==> src/rtl/escalonador_pkg.sv <==
// Shared types, default parameters and address helper for the quantum scheduler.
// Memory map: context-switch routine at 0, OS at 1000, program slot pid at 2000 + 1000*pid.
package escalonador_pkg;

   typedef enum logic [1:0] {
      IDLE,
      RUN,
      SWITCH
   } estado_t;

   localparam int N_PROC_DEF      = 3;
   localparam int PID_WIDTH_DEF   = 2;
   localparam int QUANTUM_DEF     = 16;
   localparam int QW_DEF          = 8;
   localparam int ADDR_WIDTH_DEF  = 32;
   localparam int BASE_PROG_DEF   = 2000;
   localparam int REGION_SIZE_DEF = 1000;
   localparam int TROCA_ADDR_DEF  = 0;

   // Evaluated in 64 bits so the caller can narrow it to its own address width.
   function automatic logic [63:0] base_de(input int unsigned pid,
                                           input int unsigned base_prog = BASE_PROG_DEF,
                                           input int unsigned region    = REGION_SIZE_DEF);
      return 64'(base_prog) + 64'(pid) * 64'(region);
   endfunction

endpackage

==> src/rtl/escalonador_quantum_seletor.sv <==
// Round-robin pid picker: scans from start+1 upward, wrapping modulo N_PROC.
// The start pid itself is the last candidate and can be excluded (terminating program).
module seletor_round_robin
   import escalonador_pkg::*;
#(
   parameter int N_PROC    = N_PROC_DEF,
   parameter int PID_WIDTH = PID_WIDTH_DEF
) (
   input  logic [N_PROC-1:0]    ready,
   input  logic [PID_WIDTH-1:0] start,
   input  logic                 exclude_current,
   output logic                 found,
   output logic [PID_WIDTH-1:0] pid
);

   int                idx;
   logic [N_PROC-1:0] shifted;

   always_comb begin
      // NOTE: every output gets a default before the loop; otherwise a path that
      // never assigns it would infer a latch.
      found   = 1'b0;
      pid     = '0;
      idx     = 0;
      shifted = '0;
      for (int k = 1; k <= N_PROC; k++) begin
         idx     = (int'(start) + k) % N_PROC;
         shifted = ready >> idx;
         if (!found && shifted[0] && !(k == N_PROC && exclude_current)) begin
            found = 1'b1;
            pid   = PID_WIDTH'(idx);
         end
      end
   end

endmodule

==> src/rtl/escalonador_quantum.sv <==
// Time-quantum round-robin scheduler: counts retired instructions, requests a jump to the
// context-switch routine on expiry or termination, and publishes the next pid and its base.
module escalonador_quantum
   import escalonador_pkg::*;
#(
   parameter int N_PROC      = N_PROC_DEF,
   parameter int PID_WIDTH   = PID_WIDTH_DEF,
   parameter int QUANTUM     = QUANTUM_DEF,
   parameter int QW          = QW_DEF,
   parameter int ADDR_WIDTH  = ADDR_WIDTH_DEF,
   parameter int BASE_PROG   = BASE_PROG_DEF,
   parameter int REGION_SIZE = REGION_SIZE_DEF,
   parameter int TROCA_ADDR  = TROCA_ADDR_DEF
) (
   input  logic                  clock,
   input  logic                  reset,
   input  logic                  enable,
   input  logic [N_PROC-1:0]     proc_ready,
   input  logic                  instr_retired,
   input  logic                  proc_done,
   input  logic                  ack_troca,
   output logic                  troca_req,
   output logic [ADDR_WIDTH-1:0] desvio_endereco,
   output logic [PID_WIDTH-1:0]  pid_atual,
   output logic [PID_WIDTH-1:0]  pid_proximo,
   output logic [ADDR_WIDTH-1:0] base_proximo,
   output logic [QW-1:0]         quantum_rest,
   output logic                  ocioso
);

   estado_t               state_q, state_d;
   logic                  troca_d;
   logic [PID_WIDTH-1:0]  pid_atual_d, pid_proximo_d;
   logic [ADDR_WIDTH-1:0] base_d;
   logic [QW-1:0]         quantum_d;

   logic                  sel_found;
   logic [PID_WIDTH-1:0]  sel_pid;
   logic [PID_WIDTH-1:0]  sel_start;
   logic                  sel_excl;
   logic                  termina, expira;

   assign desvio_endereco = ADDR_WIDTH'(TROCA_ADDR);

   // From IDLE the scan starts just past the last slot, so it returns the lowest ready pid.
   assign sel_start = (state_q == IDLE) ? PID_WIDTH'(N_PROC - 1) : pid_atual;
   assign sel_excl  = (state_q == RUN) && proc_done;

   assign termina = enable && proc_done;
   assign expira  = enable && instr_retired && (quantum_rest == QW'(1));

   seletor_round_robin #(
      .N_PROC    (N_PROC),
      .PID_WIDTH (PID_WIDTH)
   ) u_seletor (
      .ready           (proc_ready),
      .start           (sel_start),
      .exclude_current (sel_excl),
      .found           (sel_found),
      .pid             (sel_pid)
   );

   always_comb begin
      state_d       = state_q;
      troca_d       = troca_req;
      pid_atual_d   = pid_atual;
      pid_proximo_d = pid_proximo;
      base_d        = base_proximo;
      quantum_d     = quantum_rest;

      unique case (state_q)
         IDLE: begin
            if (enable && sel_found) begin
               pid_proximo_d = sel_pid;
               base_d        = ADDR_WIDTH'(base_de(32'(sel_pid), BASE_PROG, REGION_SIZE));
               troca_d       = 1'b1;
               state_d       = SWITCH;
            end
         end

         RUN: begin
            if (termina || expira) begin
               if (!sel_found) begin
                  troca_d = 1'b0;
                  state_d = IDLE;
               end else if (sel_pid == pid_atual) begin
                  quantum_d = QW'(QUANTUM);
               end else begin
                  pid_proximo_d = sel_pid;
                  base_d        = ADDR_WIDTH'(base_de(32'(sel_pid), BASE_PROG, REGION_SIZE));
                  troca_d       = 1'b1;
                  state_d       = SWITCH;
               end
            end else if (enable && instr_retired) begin
               quantum_d = quantum_rest - QW'(1);
            end
         end

         SWITCH: begin
            if (ack_troca) begin
               pid_atual_d = pid_proximo;
               quantum_d   = QW'(QUANTUM);
               troca_d     = 1'b0;
               state_d     = RUN;
            end
         end

         default: state_d = IDLE;
      endcase
   end

   always_ff @(posedge clock) begin
      // NOTE: state registers use non-blocking assignment so every flop samples the
      // pre-edge values, independent of statement order.
      if (reset) begin
         state_q      <= IDLE;
         troca_req    <= 1'b0;
         pid_atual    <= '0;
         pid_proximo  <= '0;
         base_proximo <= ADDR_WIDTH'(BASE_PROG);
         quantum_rest <= QW'(QUANTUM);
         ocioso       <= 1'b1;
      end else begin
         state_q      <= state_d;
         troca_req    <= troca_d;
         pid_atual    <= pid_atual_d;
         pid_proximo  <= pid_proximo_d;
         base_proximo <= base_d;
         quantum_rest <= quantum_d;
         ocioso       <= (state_d == IDLE);
      end
   end

endmodule

==> config.mk <==
export PLATFORM = sky130hd
export DESIGN_NAME = escalonador_quantum
export DESIGN_NICKNAME = d
export VERILOG_FILES = /design/src/rtl/escalonador_pkg.sv /design/src/rtl/escalonador_quantum_seletor.sv /design/src/rtl/escalonador_quantum.sv
export SDC_FILE = /design/constraint.sdc
export NUM_CORES = 1
export LEC_CHECK = 0
export ABC_AREA = 1
export BUFFER_PORTS_ARGS = -buffer_cell sky130_fd_sc_hd__buf_4
export CAP_MARGIN = 5
export CORE_ASPECT_RATIO = 2
export CORE_MARGIN = 1.5
export CORE_UTILIZATION = 55
export CTS_BUF_LIST = sky130_fd_sc_hd__clkbuf_4
export DETAILED_ROUTE_END_ITERATION = 8
export PLACE_DENSITY = 0.95
export SLEW_MARGIN = 25
export SYNTH_ARGS = -nofsm -noshare
export SYNTH_HDL_FRONTEND = slang
export SYNTH_HIERARCHICAL = 1
export SYNTH_SLANG_ARGS = --single-unit
==> constraint.sdc <==
create_clock -name clock -period 9.9 [get_ports clock]
set_clock_uncertainty 0.2 [all_clocks]
set_input_delay 1.98 -clock clock [delete_from_list [all_inputs] [get_ports clock]]
set_output_delay 1.98 -clock clock [all_outputs]
set_load 0.01 [all_outputs]
### After elaboration in Yosys (flattened, before gate mapping)

Cells that the tools add are included.

| word-level totals | value |
|---|---|
| bits in registers | 48 |
| input bits | 9 |
| output and inout bits | 78 |
| word-level logic and storage cells | 88 |

| operators by class | value |
|---|---|
| add/subtract/negate cells | 5 |
| $mul | 1 |
| div/mod/pow operators | 3 |
| equality and inequality tests | 13 |
| shift-type cells | 3 |
| multiplexer cells | 35 |
| reductions and logical operators | 21 |

Operators by type and width:

| kind | count |
|---|---|
| $mux 32 | 4 |
| $mod 32x3->32 const B | 3 |
| $shr 3x32->1 | 3 |
| $pmux 32 s2 | 1 |
| $mux 8 | 5 |
| $mux 2 | 13 |
| $pmux 8 s2 | 1 |
| $reduce_and 5->1 | 3 |
| $add 11x12->13 const A | 1 |
| $mul 2x7->9 const B | 1 |
| $eq 8x1->1 const B | 1 |
| $logic_and 1x1->1 | 8 |
| $mux 1 | 8 |
| $sub 8x1->8 const B | 1 |
| $add 2x2->3 const B | 2 |
| $ne 2x2->1 const B | 3 |
| $ne 3x3->1 const B | 2 |
| $pmux 2 s3 | 1 |
| $logic_not 2->1 | 2 |
| $ne 2x1->1 const B | 2 |
| $pmux 2 s2 | 1 |
| $reduce_bool 2->1 | 2 |
| $add 2x1->3 const B | 1 |
| $logic_not 1->1 | 3 |
| other kinds (9) | 9 |

### Logic depth before layout (Yosys ltp)

| logic depth | value |
|---|---|
| depth after elaboration | 19 |
| mapped depth | 22 |

### By module

The synthesis kept the hierarchy.

By module, submodules not included:

| module | times used | cells each | area an instance (µm²) | sequential area each (µm²) |
|---|---|---|---|---|
| escalonador_quantum | 1 | 264 | 1,869.3 | 460.4 |
| seletor_round_robin | 1 | 67 | 404.1 | 0.0 |

### Least setup slack after synthesis

Ideal clock, no wire load.

| timing path | value |
|---|---|
| path kind | input-to-reg |
| start | in proc_ready[0] |
| end | reg quantum_rest[4] |
| setup time | 116 ps |
| arrival time | 3,525 ps |
| path slack | 6,058 ps |
| stages on the path | 15 |
| buffers on the path | 1 |
| cell sequence | inv_1 -> nand3_1 -> nand2_1 -> clkinv_1 -> nand2_2 -> inv_2 -> nand3_1 -> nand3_1 -> xnor2_1 -> nand3_1 -> nand3_4 -> nand3_4 -> buf_6 -> o21ai_0 -> nand2_1 |

| on the way | value |
|---|---|
| word-level cells in the longest chain between the ends | 12 |
| elaborated cells between the ends (all ways) | 18 |
| those cells by class | eq/ne (3); shift (3); mux (6); reduce/logical (6) |

Ends and longest elaborated chain:

| element | line | source |
|---|---|---|
| start, declared | escalonador_quantum.sv:18 | `input logic [N_PROC-1:0] proc_ready,` |
| $shr 3x32->1 | escalonador_quantum_seletor.sv:28 | `shifted = ready >> idx;` |
| $mux 1 | escalonador_quantum_seletor.sv:29 | `if (!found && shifted[0] && !(k == N_PROC && exclude_current)) begin` |
| $logic_not 1->1 | escalonador_quantum_seletor.sv:29 |  |
| $logic_and 1x1->1 | escalonador_quantum_seletor.sv:29 |  |
| $mux 1 | escalonador_quantum_seletor.sv:29 |  |
| $logic_not 1->1 | escalonador_quantum_seletor.sv:29 |  |
| $logic_and 1x1->1 (2 in series) | escalonador_quantum_seletor.sv:29 |  |
| $mux 2 | escalonador_quantum_seletor.sv:29 |  |
| $eq 2x2->1 | escalonador_quantum.sv:86 | `end else if (sel_pid == pid_atual) begin` |
| $ne 3x2->1 (no line) | -- |  |
| $reduce_and 5->1 (no line) (*) | -- |  |
| end signal, assigned | escalonador_quantum.sv:121 | `quantum_rest <= QW'(QUANTUM);` |
| end signal, assigned | escalonador_quantum.sv:129 | `quantum_rest <= quantum_d;` |
| end, declared | escalonador_quantum.sv:27 | `output logic [QW-1:0] quantum_rest,` |

Mark *: on every way between the ends. The rest lies on a longest branch, timed or not.
A chain may end at the register's enable or synchronous reset.

### Worst setup path in the final report

| timing path | value |
|---|---|
| start | reg state_q[0] |
| end | reg quantum_rest[4] |

| on the way | value |
|---|---|
| word-level cells in the longest chain between the ends | 16 |
| elaborated cells between the ends (all ways) | 34 |
| those cells by class | add/sub (3); div (3); eq/ne (7); shift (3); mux (8); reduce/logical (10) |

Ends and longest elaborated chain:

| element | line | source |
|---|---|---|
| start, declared | escalonador_quantum.sv:31 | `estado_t state_q, state_d;` |
| start signal, assigned | escalonador_quantum.sv:124 | `state_q <= state_d;` |
| $logic_not 2->1 (*) | escalonador_quantum.sv:46 | `assign sel_start = (state_q == IDLE) ? PID_WIDTH'(N_PROC - 1) : pid_atual;` |
| $mux 2 (*) | escalonador_quantum.sv:46 |  |
| net sel_start[0] | escalonador_quantum.sv:39 | `logic [PID_WIDTH-1:0] sel_start;` |
| $add 2x1->3 | escalonador_quantum_seletor.sv:27 | `idx = (int'(start) + k) % N_PROC;` |
| $mod 32x3->32 | escalonador_quantum_seletor.sv:27 |  |
| $shr 3x32->1 | escalonador_quantum_seletor.sv:28 |  |
| $mux 1 | escalonador_quantum_seletor.sv:29 |  |
| $logic_not 1->1 | escalonador_quantum_seletor.sv:29 |  |
| $logic_and 1x1->1 | escalonador_quantum_seletor.sv:29 |  |
| $mux 1 | escalonador_quantum_seletor.sv:29 |  |
| $logic_not 1->1 | escalonador_quantum_seletor.sv:29 |  |
| $logic_and 1x1->1 (2 in series) | escalonador_quantum_seletor.sv:29 |  |
| $mux 2 | escalonador_quantum_seletor.sv:29 |  |
| $eq 2x2->1 | escalonador_quantum.sv:86 |  |
| $ne 3x2->1 (no line) | -- |  |
| $reduce_and 5->1 (no line) (*) | -- |  |

Mark *: on every way through the listed nets, which the timed path passes. The rest lies on a longest branch.

==> results.txt <==
----------------------------------------------------
[Routing]
  1st-iter DRT viols ... 40
  Remaining antenna violation count ... 0
  DRC violations left ... 0
  Via count normalized by instance count ... 4.83
  Iteration count of the initial detailed-routing pass ... 4
  Routed Wire Length ... 4.41 mm
  Total number of vias ... 1982
  Routed WL per cell ... 10.8 µm

[Global route]
  Vias in the first global route ... 1871
  Number of antenna violations at the first check in global routing ... 0
  Global-route wire length before repair ... 7.19 mm
  GRT Total Usage ... 19.6%
  Maximum number of pins on one net before global-route repair ... 14
  Grt ovf ... 0

[Worst setup path]
  Register-to-register setup slack ... 5.76 ns
  Startpoint of the worst register-to-register path ... state_q[0]
  Length in cells of the worst reg-to-reg path ... 19
  Critical Path End Type ... flop
  Worst path required time ... 9.92 ns
  Critical path class ... reg -> reg
  Startpoint type of the worst setup path ... flop
  Critical Path Start ... state_q[0]
  Worst Path Arrival ... 4.16 ns
  Largest fanout on the critical path ... 12
  Terminus of the critical flop-to-flop path ... quantum_rest[4]

[Yosys]
  Xor/xnor cell area share of the yosys netlist ... 1.93%
  Avg Inst Size Synth ... 6.87 µm²
  Synthesized netlist cell count ... 331
  Simple-gate share of the synthesized area ... 31.4%
  Flop and latch count out of synthesis ... 23
  Number of warnings printed during yosys synthesis ... 6
  Netlist area before placement ... 2270 µm²
  Top-area cell type share of the netlist area ... 20.3%
  Register area share after synthesis ... 20.3%
  Cell types occupying the most area after synthesis ... dfxtp_1 (20%), buf_4 (19%), ha_1 (12%), nand2_1 (10%), inv_1 (6.4%)
  Yosys cell types ... 30
  Arithmetic-cell share of the synthesized area counting full adders, half adders and majority gates ... 11.6%
  Largest family of logic cells by synthesized area ... simple AND/OR/NAND/NOR gates
  Cell taking the most area after synthesis ... dfxtp_1
  Multiplexer share of the synthesized area ... 0%
  Compound-Gate Fraction of Synth Area ... 6.11%

[Clock network]
  H-tree depth reported by CTS ... 1
  Number of gates given a new drive strength after cts ... 0
  Root buffer cell ... clkbuf_4
  Clock sink total ... 23
  Bufs on Longest Clock Path ... 2
  Clock transition at the registers of the reported paths ... 0.14 ns
  Post-CTS setup buffer count ... 0
  # hold bufs at CTS ... 0
  Worst-Skew Late Latency ... 0.31 ns
  Clock tree from TritonCTS ... done
  Number of buffers inserted during clock tree synthesis ... 3

[Cells and area]
  Share of final-layout standard cells stronger than drive strength 1 ... 17.8%
  Number of standard cells in the final layout excluding fillers ... 410
  Number of filler cells placed in the layout ... 393
  Number of diodes added for antenna fixing ... 0
  Post-Route Utilization ... 59.7%
  Syn-to-layout area delta ... 2.97%
  Final-stage net count ... 390
  Non-Filler Cell Area, Final ... 2340 µm²

[Floorplan]
  Core footprint ... 3920 µm²
  Die width ... 48.5 µm
  Cell row count ... 32
  I/O pin total ... 87
  Vertical die dimension ... 93.9 µm
  Die area ... 4550 µm²
  Initial standard-cell utilization of the core ... 57.9%

[STA]
  Minimum clock period ... 4.14 ns
  RSZ-0062 raised after global routing ... false
  Pins over their slew limit ... 0
  Final Cycle Share ... 41.8%
  Setup-violating endpoint count in the final report ... 0
  F_max ... 242 MHz
  Final TNS setup ... 0 ns
  Final Hold Viols ... 0

[Worst hold path]
  Destination of the worst hold path ... base_proximo[4]
  Classification of the worst-slack hold path ... reg -> reg
  Hold Crit Start ... base_proximo[4]
  Hold path cells ... 2

[Flow run]
  Number of maximum-capacitance violations ... 0

[Power]
  Share of total power in combinational logic ... 69.4%
  Static leakage ... 1.32 nW
  Relative contribution of the clock network to total power ... 7.2%
  Switching power ... 0.331 mW
  Worst IR Drop VDD ... 172 µV
  Power density over the cells ... 270 nW/µm²
  Internal power summed over all cells ... 0.302 mW
  Sequential share of power ... 23.4%
  Switching power share of the total ... 52.3%

[Status]
  Status ... finished, final reports clean

[Place]
  Placer congestion estimate ... 0.894
  Number of I/O port buffers ... 32
  Cell count after placement ... 406
  Detail Placement HPWL ... 3.73 mm
  Placed cell areas ... 2310 µm²

----------------------------------------------------
[metrics by stage]
| step | total power [mW] | hold WS (ns) | setup WS (ns) |
|---|---|---|---|
| 2_1_floorplan | 0.495 | 0.275 | 6.06 |
| 3_3_place_gp | 0.572 | 0.247 | 5.90 |
| 3_5_place_dp | 0.587 | 0.245 | 5.80 |
| 4_1_cts | 0.633 | 0.267 | 5.78 |
| 5_1_grt | 0.696 | 0.295 | 5.38 |
| 6_report | 0.633 | 0.265 | 5.76 |
[cell usage in the layout (no fill, tap or decap), types with 3 or more instances in the layout]
master    count
nand2_1      61
conb_1       54
inv_1        39
buf_4        32
nor2_1       29
dfxtp_1      23
ha_1         21
nand3_1      20
a21oi_1      13
nand4_1      12
o21ai_0      10
nand2_2       7
inv_2         6
nor2_2        4
nand2_4       3
nand3_4       3
nor3_1        3
xor2_1        3
clkbuf_4      3
[worst max-delay path, cell delays in order, from the launching register on]
cell and delay, ns:
dfxtp_1 0.40, inv_1 0.10, ha_1 0.27, nor2_1 0.30, inv_1 0.17, ha_1 0.38, inv_2 0.12, nand3_1 0.09
ha_1 0.28, nand3b_1 0.17, nand2_2 0.11, nand3_4 0.10, nand3_1 0.09, nand3_1 0.23, xnor2_1 0.29, nand3_1 0.18
nand3_4 0.16, nand3_4 0.14, o21ai_0 0.19, nand2_1 0.06
[power by group through the flow]
stage	clock network (mW)	logic, mW	registers [mW]
floorplan	0	0.336	0.160
global placement	0	0.422	0.150
detailed placement	0	0.436	0.151
CTS	0.0450	0.439	0.149
global route	0.0501	0.493	0.154
finish	0.0454	0.439	0.148
[synth_stat cells, drive strengths merged]
| library cell | count |
|---|---|
| xor2 | 3 |
| xnor2 | 2 |
| a21oi | 13 |
| nand3 | 24 |
| o21bai | 1 |
| buf | 61 |
| nor2 | 33 |
| nand4 | 12 |
| a21boi | 1 |
| dfxtp | 23 |
| nand3b | 2 |
| inv | 45 |
| or2 | 1 |
| o21ai | 11 |
| clkinv | 3 |
| conb | 1 |
| nand2 | 71 |
| nor3 | 3 |
| ha | 21 |
[layout make-up]
class / count / area [µm²] / area share [%]
clock buffer: 3 / 22.5 / 0.962
clock inverter: 1 / 5.00 / 0.214
inverter: 48 / 186 / 7.96
multi-input combinational: 252 / 1360 / 58.2
sequential: 23 / 460 / 19.7
tap: 51 / 63.8 / 2.73
timing repair buffer: 32 / 240 / 10.3
[sequential cells by signal, summed over array words and instances, names as in the netlist]
name,cells
state_q,2
pid_proximo,2
base_proximo,7
pid_atual,2
troca_req,1
ocioso,1
quantum_rest,8
[how the worst max path moves through the flow]
| stage | to | slack, ns | cells after the start |
|---|---|---|---|
| after global placement | quantum_rest[4] | 5.90 | 15 |
| after global routing | pid_proximo[0] | 5.38 | 21 |
| after floorplan | quantum_rest[4] | 6.06 | 15 |
| after detailed placement | quantum_rest[4] | 5.80 | 15 |
| final | quantum_rest[4] | 5.76 | 19 |
| after CTS | quantum_rest[4] | 5.78 | 19 |
[logic make-up (layout without fill, tap and decap cells)]
family          Yosys count  count (layout)
fa+ha+maj                21              21
flops                    23              23
other cells               1              54
xor+xnor                  5               5
buf+inv                 109              84
compound gates           26              26
simple gates            146             146
[routing by layer]
metal | GRT usage (%) | up-vias | part of all wire (%)
met4 | 12.6 | 0 | 4.3
met5 | 0 | - | 0
met3 | 2.71 | 18 | 6.3
li1 | - | 982 | -
met2 | 41.2 | 92 | 59
met1 | 16.0 | 890 | 31
No activity file was read; power rests on OpenSTA's default activity.
